`config.mk`:
```
export PLATFORM = sky130hd
export DESIGN_NAME = mem_access_flat
export DESIGN_NICKNAME = d
export VERILOG_FILES = /design/src/rtl/mem_access_pkg.sv /design/src/rtl/mem_access_if.sv /design/src/rtl/mem_align.sv /design/src/rtl/mem_access.sv /design/src/flat_wrapper.sv
export SDC_FILE = /design/constraint.sdc
export NUM_CORES = 1
export LEC_CHECK = 0
export CAP_MARGIN = 25
export CORE_MARGIN = 8
export CORE_UTILIZATION = 36
export CTS_BUF_LIST = sky130_fd_sc_hd__clkbuf_16
export CTS_CLUSTER_SIZE = 10
export DETAILED_ROUTE_END_ITERATION = 10
export PLACE_DENSITY = 0.88
export SYNTH_ARGS = -nofsm -noshare
export SYNTH_HDL_FRONTEND = slang
export SYNTH_HIERARCHICAL = 1
export SYNTH_SLANG_ARGS = --single-unit
```
`constraint.sdc`:
```
create_clock -name clk_i -period 6.3 [get_ports clk_i]
set_input_delay 1.89 -clock clk_i [delete_from_list [all_inputs] [get_ports clk_i]]
set_output_delay 1.89 -clock clk_i [all_outputs]
set_load 0.01 [all_outputs]
```
`src/rtl/mem_access_pkg.sv`:
```
// Shared types for the MEM pipeline stage: bus layouts, size codes and FSM states.
package mem_access_pkg;

  localparam int EXE2MEM_BUS_SIZE = 107;
  localparam int MEM2WB_BUS_SIZE  = 70;

  // Size code 2'b11 is reserved and handled as a word everywhere.
  localparam logic [1:0] MEM_SZ_B = 2'b00;
  localparam logic [1:0] MEM_SZ_H = 2'b01;
  localparam logic [1:0] MEM_SZ_W = 2'b10;

  typedef enum logic [1:0] {
    MEM_IDLE = 2'b00,
    MEM_WAIT = 2'b01,
    MEM_DONE = 2'b10
  } mem_state_e;

  typedef struct packed {
    logic        mem_load;
    logic        mem_store;
    logic [1:0]  mem_size;
    logic        mem_unsigned;
    logic [31:0] store_data;
    logic [31:0] exe_result;
    logic [4:0]  wb_wdest;
    logic        wb_we;
    logic [31:0] pc;
  } exe2mem_bus_t;

  typedef struct packed {
    logic [4:0]  wb_wdest;
    logic        wb_we;
    logic [31:0] mem_result;
    logic [31:0] pc;
  } mem2wb_bus_t;

  function automatic logic is_misaligned(input logic [1:0] size, input logic [1:0] addr_lo);
    case (size)
      MEM_SZ_B: return 1'b0;
      MEM_SZ_H: return addr_lo[0];
      default:  return addr_lo != 2'b00;
    endcase
  endfunction

endpackage

```
`src/rtl/mem_access_if.sv`:
```
// Data-memory request/acknowledge port; the MEM stage is the master.
interface mem_access_if;
  logic        req;
  logic        we;
  logic [31:0] addr;
  logic [3:0]  wstrb;
  logic [31:0] wdata;
  logic        ack;
  logic [31:0] rdata;

  modport master (output req, we, addr, wstrb, wdata, input ack, rdata);
  modport slave  (input req, we, addr, wstrb, wdata, output ack, rdata);
endinterface

```
`src/rtl/mem_align.sv`:
```
// Combinational lane logic: store strobes/replication, load extraction and alignment check.
module mem_align
  import mem_access_pkg::*;
(
  input  logic [1:0]  addr_lo_i,
  input  logic [1:0]  size_i,
  input  logic        unsigned_i,
  input  logic [31:0] sd_i,
  input  logic [31:0] rdata_i,
  output logic [3:0]  wstrb_o,
  output logic [31:0] wdata_o,
  output logic [31:0] load_o,
  output logic        misaligned_o
);

  logic [7:0]  lane_b;
  logic [15:0] lane_h;

  assign lane_b       = rdata_i[{addr_lo_i, 3'b000} +: 8];
  assign lane_h       = addr_lo_i[1] ? rdata_i[31:16] : rdata_i[15:0];
  assign misaligned_o = is_misaligned(size_i, addr_lo_i);

  always_comb begin
    // NOTE: every output gets a default before the case so no path leaves it unassigned (no latch).
    wstrb_o = 4'b1111;
    wdata_o = sd_i;
    load_o  = rdata_i;
    case (size_i)
      MEM_SZ_B: begin
        wstrb_o = 4'b0001 << addr_lo_i;
        wdata_o = {4{sd_i[7:0]}};
        load_o  = {{24{~unsigned_i & lane_b[7]}}, lane_b};
      end
      MEM_SZ_H: begin
        wstrb_o = addr_lo_i[1] ? 4'b1100 : 4'b0011;
        wdata_o = {2{sd_i[15:0]}};
        load_o  = {{16{~unsigned_i & lane_h[15]}}, lane_h};
      end
      default: ;
    endcase
  end

endmodule

```
`src/rtl/mem_access.sv`:
```
// MEM pipeline stage: drives the data-memory handshake and builds the MEM->WB bus.
module mem_access
  import mem_access_pkg::*;
(
  input  logic                        clk_i,
  input  logic                        rst_i,
  input  logic [EXE2MEM_BUS_SIZE-1:0] exe2mem_bus_ri,
  output logic [MEM2WB_BUS_SIZE-1:0]  mem2wb_bus_o,
  input  logic                        ctl_mem_valid_i,
  input  logic                        ctl_mem_next_i,
  output logic                        ctl_mem_over_o,
  output logic [4:0]                  ctl_mem_dest_o,
  output logic                        ctl_mem_misalign_o,
  mem_access_if.master                dm
);

  exe2mem_bus_t ex;
  mem2wb_bus_t  wb;
  mem_state_e   state_q, state_d;
  logic [31:0]  rdata_q;
  logic         memop, misaligned, req_ok, hs;
  logic [3:0]   wstrb;
  logic [31:0]  wdata, load_val;

  assign ex    = exe2mem_bus_ri;
  assign memop = ex.mem_load | ex.mem_store;

  mem_align u_align (
    .addr_lo_i   (ex.exe_result[1:0]),
    .size_i      (ex.mem_size),
    .unsigned_i  (ex.mem_unsigned),
    .sd_i        (ex.store_data),
    .rdata_i     (rdata_q),
    .wstrb_o     (wstrb),
    .wdata_o     (wdata),
    .load_o      (load_val),
    .misaligned_o(misaligned)
  );

  // Reset gates the request directly so it drops in the same cycle, not at the next edge.
  assign req_ok = ctl_mem_valid_i & memop & ~misaligned & (state_q != MEM_DONE);
  assign hs     = dm.req & dm.ack;

  assign dm.req   = ~rst_i & req_ok;
  assign dm.we    = dm.req & ex.mem_store;
  assign dm.addr  = {ex.exe_result[31:2], 2'b00};
  assign dm.wstrb = ex.mem_store ? wstrb : 4'b0000;
  assign dm.wdata = wdata;

  always_comb begin
    state_d = state_q;
    case (state_q)
      MEM_IDLE: if (dm.req) state_d = dm.ack ? MEM_DONE : MEM_WAIT;
      MEM_WAIT: begin
        if (!dm.req)     state_d = MEM_IDLE;
        else if (dm.ack) state_d = MEM_DONE;
      end
      MEM_DONE: if (ctl_mem_next_i || !ctl_mem_valid_i) state_d = MEM_IDLE;
      default:  state_d = MEM_IDLE;
    endcase
  end

  // NOTE: sequential state uses non-blocking assignments so every register samples pre-edge values.
  always_ff @(posedge clk_i or posedge rst_i) begin
    if (rst_i) begin
      state_q <= MEM_IDLE;
      rdata_q <= '0;
    end else begin
      state_q <= state_d;
      if (hs && ex.mem_load) rdata_q <= dm.rdata;
    end
  end

  assign wb.wb_wdest   = ex.wb_wdest;
  assign wb.wb_we      = ex.wb_we & ~(memop & misaligned);
  assign wb.mem_result = (ex.mem_load & ~misaligned) ? load_val : ex.exe_result;
  assign wb.pc         = ex.pc;
  assign mem2wb_bus_o  = wb;

  assign ctl_mem_over_o     = ~rst_i & ctl_mem_valid_i & (~memop | misaligned | (state_q == MEM_DONE));
  assign ctl_mem_dest_o     = ex.wb_wdest & {5{ctl_mem_valid_i}};
  assign ctl_mem_misalign_o = ctl_mem_valid_i & memop & misaligned;

endmodule

```
`src/flat_wrapper.sv`:
```
// flat-port wrapper written by rule: the top's interface ports become plain ports
module mem_access_flat import mem_access_pkg::*;
  (clk_i, rst_i, exe2mem_bus_ri, mem2wb_bus_o, ctl_mem_valid_i, ctl_mem_next_i, ctl_mem_over_o, ctl_mem_dest_o, ctl_mem_misalign_o, dm_req, dm_we, dm_addr, dm_wstrb, dm_wdata, dm_ack, dm_rdata);
  mem_access_if dm_i ();
  input  logic clk_i;
  input  logic rst_i;
  input  logic [EXE2MEM_BUS_SIZE-1:0] exe2mem_bus_ri;
  output logic [MEM2WB_BUS_SIZE-1:0] mem2wb_bus_o;
  input  logic ctl_mem_valid_i;
  input  logic ctl_mem_next_i;
  output logic ctl_mem_over_o;
  output logic [4:0] ctl_mem_dest_o;
  output logic ctl_mem_misalign_o;
  output wire logic [$bits(dm_i.req)-1:0] dm_req;
  output wire logic [$bits(dm_i.we)-1:0] dm_we;
  output wire logic [$bits(dm_i.addr)-1:0] dm_addr;
  output wire logic [$bits(dm_i.wstrb)-1:0] dm_wstrb;
  output wire logic [$bits(dm_i.wdata)-1:0] dm_wdata;
  input wire logic [$bits(dm_i.ack)-1:0] dm_ack;
  input wire logic [$bits(dm_i.rdata)-1:0] dm_rdata;
  assign dm_req = dm_i.req;
  assign dm_we = dm_i.we;
  assign dm_addr = dm_i.addr;
  assign dm_wstrb = dm_i.wstrb;
  assign dm_wdata = dm_i.wdata;
  assign dm_i.ack = dm_ack;
  assign dm_i.rdata = dm_rdata;
  mem_access u_core (.clk_i(clk_i), .rst_i(rst_i), .exe2mem_bus_ri(exe2mem_bus_ri), .mem2wb_bus_o(mem2wb_bus_o), .ctl_mem_valid_i(ctl_mem_valid_i), .ctl_mem_next_i(ctl_mem_next_i), .ctl_mem_over_o(ctl_mem_over_o), .ctl_mem_dest_o(ctl_mem_dest_o), .ctl_mem_misalign_o(ctl_mem_misalign_o), .dm(dm_i));
endmodule
```
## Yosys cells after proc, flatten, opt, wreduce, memory -nomap -nowiden

Cells that the tools add are included.

| storage, ports and cells | value |
|---|---|
| register bits after elaboration | 34 |
| latch bits | 0 |
| bits in writable memories | 0 |
| bits in read-only memories | 0 |
| bits of input ports | 144 |
| logic and storage cells | 55 |
| memories kept | 0 |

| cells by class | value |
|---|---|
| add/sub/neg operators | 0 |
| $mul | 0 |
| div/mod/pow operators | 0 |
| magnitude comparators | 0 |
| equality and inequality tests | 7 |
| shifts and indexed selects | 2 |
| muxes and demuxes | 14 |
| bitwise gates (word level) | 23 |
| reductions and logical operators | 7 |

Operators with widths:

| operator | number |
|---|---|
| 32-bit case mux with 2 select lines | 2 |
| 32-bit two-way mux | 1 |
| 32-bit by 6-bit variable part select with 8-bit output | 1 |
| 16-bit two-way mux | 1 |
| 1-bit AND | 14 |
| 2-bit two-way mux | 5 |
| 4-bit two-way mux | 2 |
| 4-bit case mux with 2 select lines | 1 |
| 2-bit case mux with 3 select lines | 1 |
| 5-bit AND | 1 |
| 1-bit inverter | 5 |
| 2-bit by 1-bit equality test with 1-bit output (second input constant) | 2 |
| 2-bit zero test | 2 |
| 2-bit by 1-bit inequality test with 1-bit output (second input constant) | 2 |
| 1-bit by 2-bit left shift with 4-bit output (first input constant) | 1 |
| 3-bit inequality test (second input constant) | 1 |
| 1-bit OR | 3 |
| 3-bit AND reduction | 1 |
| 2-bit equality test (second input constant) | 1 |
| 2-bit inequality test (second input constant) | 1 |
| 1-bit case mux with 2 select lines | 1 |
| 2-bit nonzero test | 1 |
| 1-bit logical AND | 1 |
| 1-bit zero test | 1 |
| 1-bit logical OR | 1 |

## Depth between registers and ports, before layout

| logic depth | value |
|---|---|
| word-level depth | 8 |
| mapped depth | 10 |
| depth with buffers taken out | 5 |

## Modules after synthesis

Netlist, hierarchy kept.

By module, submodules not included:

| module | times used | cells an instance | area each (um^2) | seq. area each (um^2) |
|---|---|---|---|---|
| mem_access | 1 | 204 | 2321.0 | 850.8 |
| mem_align | 1 | 180 | 1207.4 | 0.0 |

## Worst setup path before layout

OpenSTA, ideal clock, no wires.

| path | value |
|---|---|
| kind | input -> output |
| start | in exe2mem_bus_ri[104] |
| end | out mem2wb_bus_o[33] |
| arrival | 3430 ps |
| required time | 4410 ps |
| setup slack | 980 ps |
| stages on the path | 9 |
| buffers on the path | 5 |
| cell sequence | buf_2 -> buf_2 -> buf_2 -> a21oi_1 -> nor2_1 -> nand2b_1 -> buf_2 -> buf_2 -> mux2_2 |

| between the ends | value |
|---|---|
| word-level cells in the longest chain between the ends | 5 |
| elaborated cells on any way between the ends | 7 |
| classes of those cells | eq/ne: 1; mux: 3; bitwise: 2; reduce/logical: 1 |

Ends and longest elaborated chain:

| item | RTL line | RTL |
|---|---|---|
| start: declaration | flat_wrapper.sv:7 | `input logic [EXE2MEM_BUS_SIZE-1:0] exe2mem_bus_ri;` |
| 2-bit by 1-bit equality test with 1-bit output or 2-bit zero test (tied branches) | mem_access_pkg.sv:38 | `case (size)` |
| 1-bit case mux with 2 select lines (*) | mem_access_pkg.sv:38 |  |
| via u_core.misaligned | mem_access.sv:21 | `logic memop, misaligned, req_ok, hs;` |
| 1-bit inverter (*) | mem_access.sv:76 | `assign wb.mem_result = (ex.mem_load & ~misaligned) ? load_val : ex.exe_result;` |
| 1-bit AND (*) | mem_access.sv:76 |  |
| 32-bit two-way mux (*) | mem_access.sv:76 |  |
| end: declaration | flat_wrapper.sv:8 | `output logic [MEM2WB_BUS_SIZE-1:0] mem2wb_bus_o;` |

Mark *: on every way through the listed nets, which the timed path passes. The rest lies on a longest branch.

## Worst setup path in the final report

| path | value |
|---|---|
| start | in exe2mem_bus_ri[39] |
| end | out mem2wb_bus_o[46] |

| between the ends | value |
|---|---|
| elaborated cells on any way between the ends | 9 |
| classes of those cells | shift: 1; mux: 4; bitwise: 3; reduce/logical: 1 |

RTL lines:

| item | RTL line | RTL |
|---|---|---|
| 32-bit by 6-bit variable part select with 8-bit output | mem_align.sv:19 | `assign lane_b = rdata_i[{addr_lo_i, 3'b000} +: 8];` |
| 1-bit AND | mem_align.sv:32 | `load_o = {{24{~unsigned_i & lane_b[7]}}, lane_b};` |
| 32-bit case mux with 2 select lines (*) | mem_align.sv:28 | `case (size_i)` |
| via u_core.load_val[14] | mem_access.sv:23 | `logic [31:0] wdata, load_val;` |
| 32-bit two-way mux (*) | mem_access.sv:76 |  |

Marks and branches as above.

==> results by group <==
Run status
  • Status: completed

Global route
  • Largest net degree at the start of global routing: 35
  • Tot GR Track Use: 20.2%
  • Vias in the first global route: 3595
  • Initial antenna violation count: 2
  • Grt ovf: 0
  • First-pass GRT wire length: 20500 um

Timing
  • Max Clock Freq: 0.162 GHz
  • Worst relative slew slack: 60.4%
  • Skew final: 2.36 ps
  • Setup violations, final: 0
  • RSZ-0062 raised after global routing: false
  • Hold violation total from the final report: 0
  • Final min period: 6170 ps
  • Setup ws final: 131 ps
  • Tcrit/Tclk final: 97.9%
  • Pins Over Slew Limit: 0
  • Worst-margin pin slew: 590 ps

Yosys
  • Yosys reg bits: 34
  • Post-synth EDFFs: 0
  • Top FF cell, synth: dfrtp_1
  • Post-Syn Area per Cell: 9.19 um2
  • Register area share after synthesis: 24.1%
  • Async set-or-reset flop fraction in the synthesized netlist: 100%
  • Post-Synthesis Cells: 384
  • Syn. warnings: 6
  • Yosys cell types: 37
  • Synthesized area: 0.00353 mm2

Drt
  • 1st-iter DRT viols: 134
  • Vias: 3354
  • Routed WL: 14500 um
  • Post-DR vias/cell: 5.06
  • WL/cell: 21.8 um
  • Final ANT Viol Nets: 0
  • Drt drc: 0
  • First drt pass iteration count: 4

Die
  • # IOs: 291
  • Die width: 115 um
  • Core Rows: 36
  • Die height: 115 um
  • Die area: 0.0132 mm2
  • Starting Density: 36.6%
  • Core Region: 0.00964 mm2

Clock network
  • CTS Root Buffer Type: clkbuf_16
  • Sink Count: 34
  • CTS tree: built
  • TritonCTS buffer count: 5
  • H-tree Lvls: 2
  • CTS Hold Buffers Added: 0
  • Skew-Pair Late Insertion Delay: 270 ps
  • Longest Clk Path Bufs: 2
  • Post-CTS Resized: 1
  • Reg clk slew, reported paths: 50 ps
  • # Post-CTS Setup Buffers: 0

Power
  • PwrDens: 186 mW/mm2
  • Pwr Total: 1.02 mW
  • VDD IR-drop max: 118 uV
  • P_leak: 2.24 nW

Setup path
  • Critical Path RT: 4410 ps
  • Crit path max-delay family: buffers and inverters
  • Worst setup SP type: input port
  • Critical path arrival: 4280 ps
  • Critical path type: input port to output pin
  • CP peak stage delay: 570 ps
  • WP buf/inv: 2
  • Worst R2R Start: u_core/state_q[1]$_DFFE_PP0P_
  • Critical Path Fanout Max: 7
  • R2R setup slack: 4670 ps
  • R2r endpoint: u_core/rdata_q[5]$_DFFE_PP0P_
  • R2r worst-path depth: 4
  • Worst-path cell chain: clkdlybuf4s50_1 -> mux4_2 -> nand3b_1 -> nand3_1 -> mux2_2 -> clkdlybuf4s50_1
  • CP endpoint kind: output pin
  • Slowest-stage cell, CP: mux4_2
  • Most used cell, CP: clkdlybuf4s50_1

Placed design
  • HPWL after DPL: 12100 um
  • GP Congestion: 0.877
  • Port bufs: 224
  • Pre-CTS setup slack: -63.0 ps

Hold path
  • Min-Delay Path Depth: 1
  • Hold Crit Class: flip-flop to flip-flop
  • Min-delay src: u_core/rdata_q[1]$_DFFE_PP0P_
  • End of the worst hold path: u_core/rdata_q[1]$_DFFE_PP0P_

Cells and area
  • Layout cell share with drive strength beyond 1: 20.8%
  • Final Net Count: 673
  • Area Growth Syn to Fin: 55.1%

Flow run
  • Max_cap viols: 0
[layout by cell type, fill, tap and decap left out, types with 2 or more instances in the layout]
| cell type | Yosys | final |
|---|---|---|
| clkdlybuf4s50_1 | 0 | 223 |
| mux2_2 | 77 | 77 |
| dfrtp_1 | 34 | 34 |
| a21oi_1 | 34 | 34 |
| nand2_1 | 18 | 18 |
| nor2_1 | 16 | 16 |
| o21ai_0 | 16 | 16 |
| mux2i_1 | 15 | 15 |
| buf_4 | 78 | 13 |
| nor2b_1 | 11 | 11 |
| and2_1 | 10 | 10 |
| nand3_1 | 8 | 8 |
| a221o_1 | 7 | 7 |
| and3b_1 | 7 | 7 |
| clkbuf_16 | 0 | 5 |
| inv_1 | 4 | 4 |
| o21bai_1 | 4 | 4 |
| mux2_1 | 3 | 3 |
| clkinv_2 | 0 | 2 |
| conb_1 | 1 | 2 |
[per-stage QoR]
stage               utilization (%)  instances  hold slack (ps)  instance area [um2]  TNS, ps
global placement               55.2        654              472                 5320        0
detailed placement             55.2        654              493                 5320     -272
floorplan                         -        385              447                 3530        0
global route                   56.8        663              521                 5470        0
finish                         56.8        663              510                 5470        0
CTS                            56.7        661              509                 5460        0
[power by group]
group | internal [mW] | switching [mW] | total (mW) | leakage [nW]
Combinational | 0.280 | 0.177 | 0.457 | 1.76
Sequential | 0.273 | 0.0588 | 0.332 | 0.420
Clock | 0.142 | 0.0870 | 0.229 | 0.0694
Total | 0.695 | 0.323 | 1.02 | 2.24
[synth_stat cells, types with 2 or more instances]
| cell | number | area (um2) |
|---|---|---|
| nand3_1 | 8 | 40.0 |
| nor3_1 | 2 | 10.0 |
| clkbuf_1 | 4 | 15.0 |
| buf_4 | 78 | 586 |
| nor2_1 | 16 | 60.1 |
| a21oi_1 | 34 | 170 |
| nor2b_1 | 11 | 68.8 |
| a221o_1 | 7 | 70.1 |
| nand2_1 | 18 | 67.6 |
| dfrtp_1 | 34 | 851 |
| buf_2 | 14 | 70.1 |
| and3b_1 | 7 | 61.3 |
| mux2i_1 | 15 | 150 |
| o21ai_0 | 16 | 80.1 |
| mux2_1 | 3 | 33.8 |
| o21bai_1 | 4 | 30.0 |
| mux2_2 | 77 | 867 |
| buf_6 | 5 | 56.3 |
| inv_1 | 4 | 15.0 |
| and2_1 | 10 | 62.6 |
[cells by family (layout without fill, tap and decap cells)]
| logic type | count (synthesis) | count (layout) | share of synthesized area (%) |
|---|---|---|---|
| AO/OA/AOI/OAI | 64 | 64 | 10.6 |
| other | 1 | 3 | 0.106 |
| AND/OR/NAND/NOR | 83 | 83 | 13.3 |
| flip-flops | 34 | 34 | 24.1 |
| multiplexers | 97 | 97 | 30.9 |
| buffers and inverters | 105 | 249 | 21.0 |
[flip-flops by register name, indices dropped and copies added, names as in the netlist]
signal and flops:
u_core/state_q 2, u_core/rdata_q 32
[cell type report]
type	count	area (um2)
clock buffers	5	125
inverters	4	15.0
repair buffers	238	2350
flip-flops and latches	34	851
clock inverters	2	10.0
well taps	133	166
diodes	1	2.50
fillers	858	4170
multi-input cells	246	1950
[how the worst max path moves through the flow]
stage | depth (start not counted) | to | startpoint | slack, ps
5_1_grt | 6 | mem2wb_bus_o[46] | exe2mem_bus_ri[39] | 50
4_1_cts | 6 | mem2wb_bus_o[46] | exe2mem_bus_ri[39] | 120
3_3_place_gp | 7 | mem2wb_bus_o[37] | exe2mem_bus_ri[39] | 30
3_5_place_dp | 7 | mem2wb_bus_o[37] | exe2mem_bus_ri[39] | -60
2_1_floorplan | 9 | mem2wb_bus_o[33] | exe2mem_bus_ri[104] | 980
6_report | 6 | mem2wb_bus_o[46] | exe2mem_bus_ri[39] | 130
[routing by layer]
| metal | wire length (um) | part of all wire, % | vias to the layer above | track usage, % |
|---|---|---|---|---|
| met4 | 368 | 2.5 | 2 | 8.06 |
| met2 | 7920 | 55 | 172 | 40.3 |
| li1 | - | - | 1553 | - |
| met5 | 13 | 0.090 | - | 0 |
| met1 | 4780 | 33 | 1603 | 17.7 |
| met3 | 1390 | 9.6 | 24 | 7.04 |
Power figures use the tool's default switching activity.
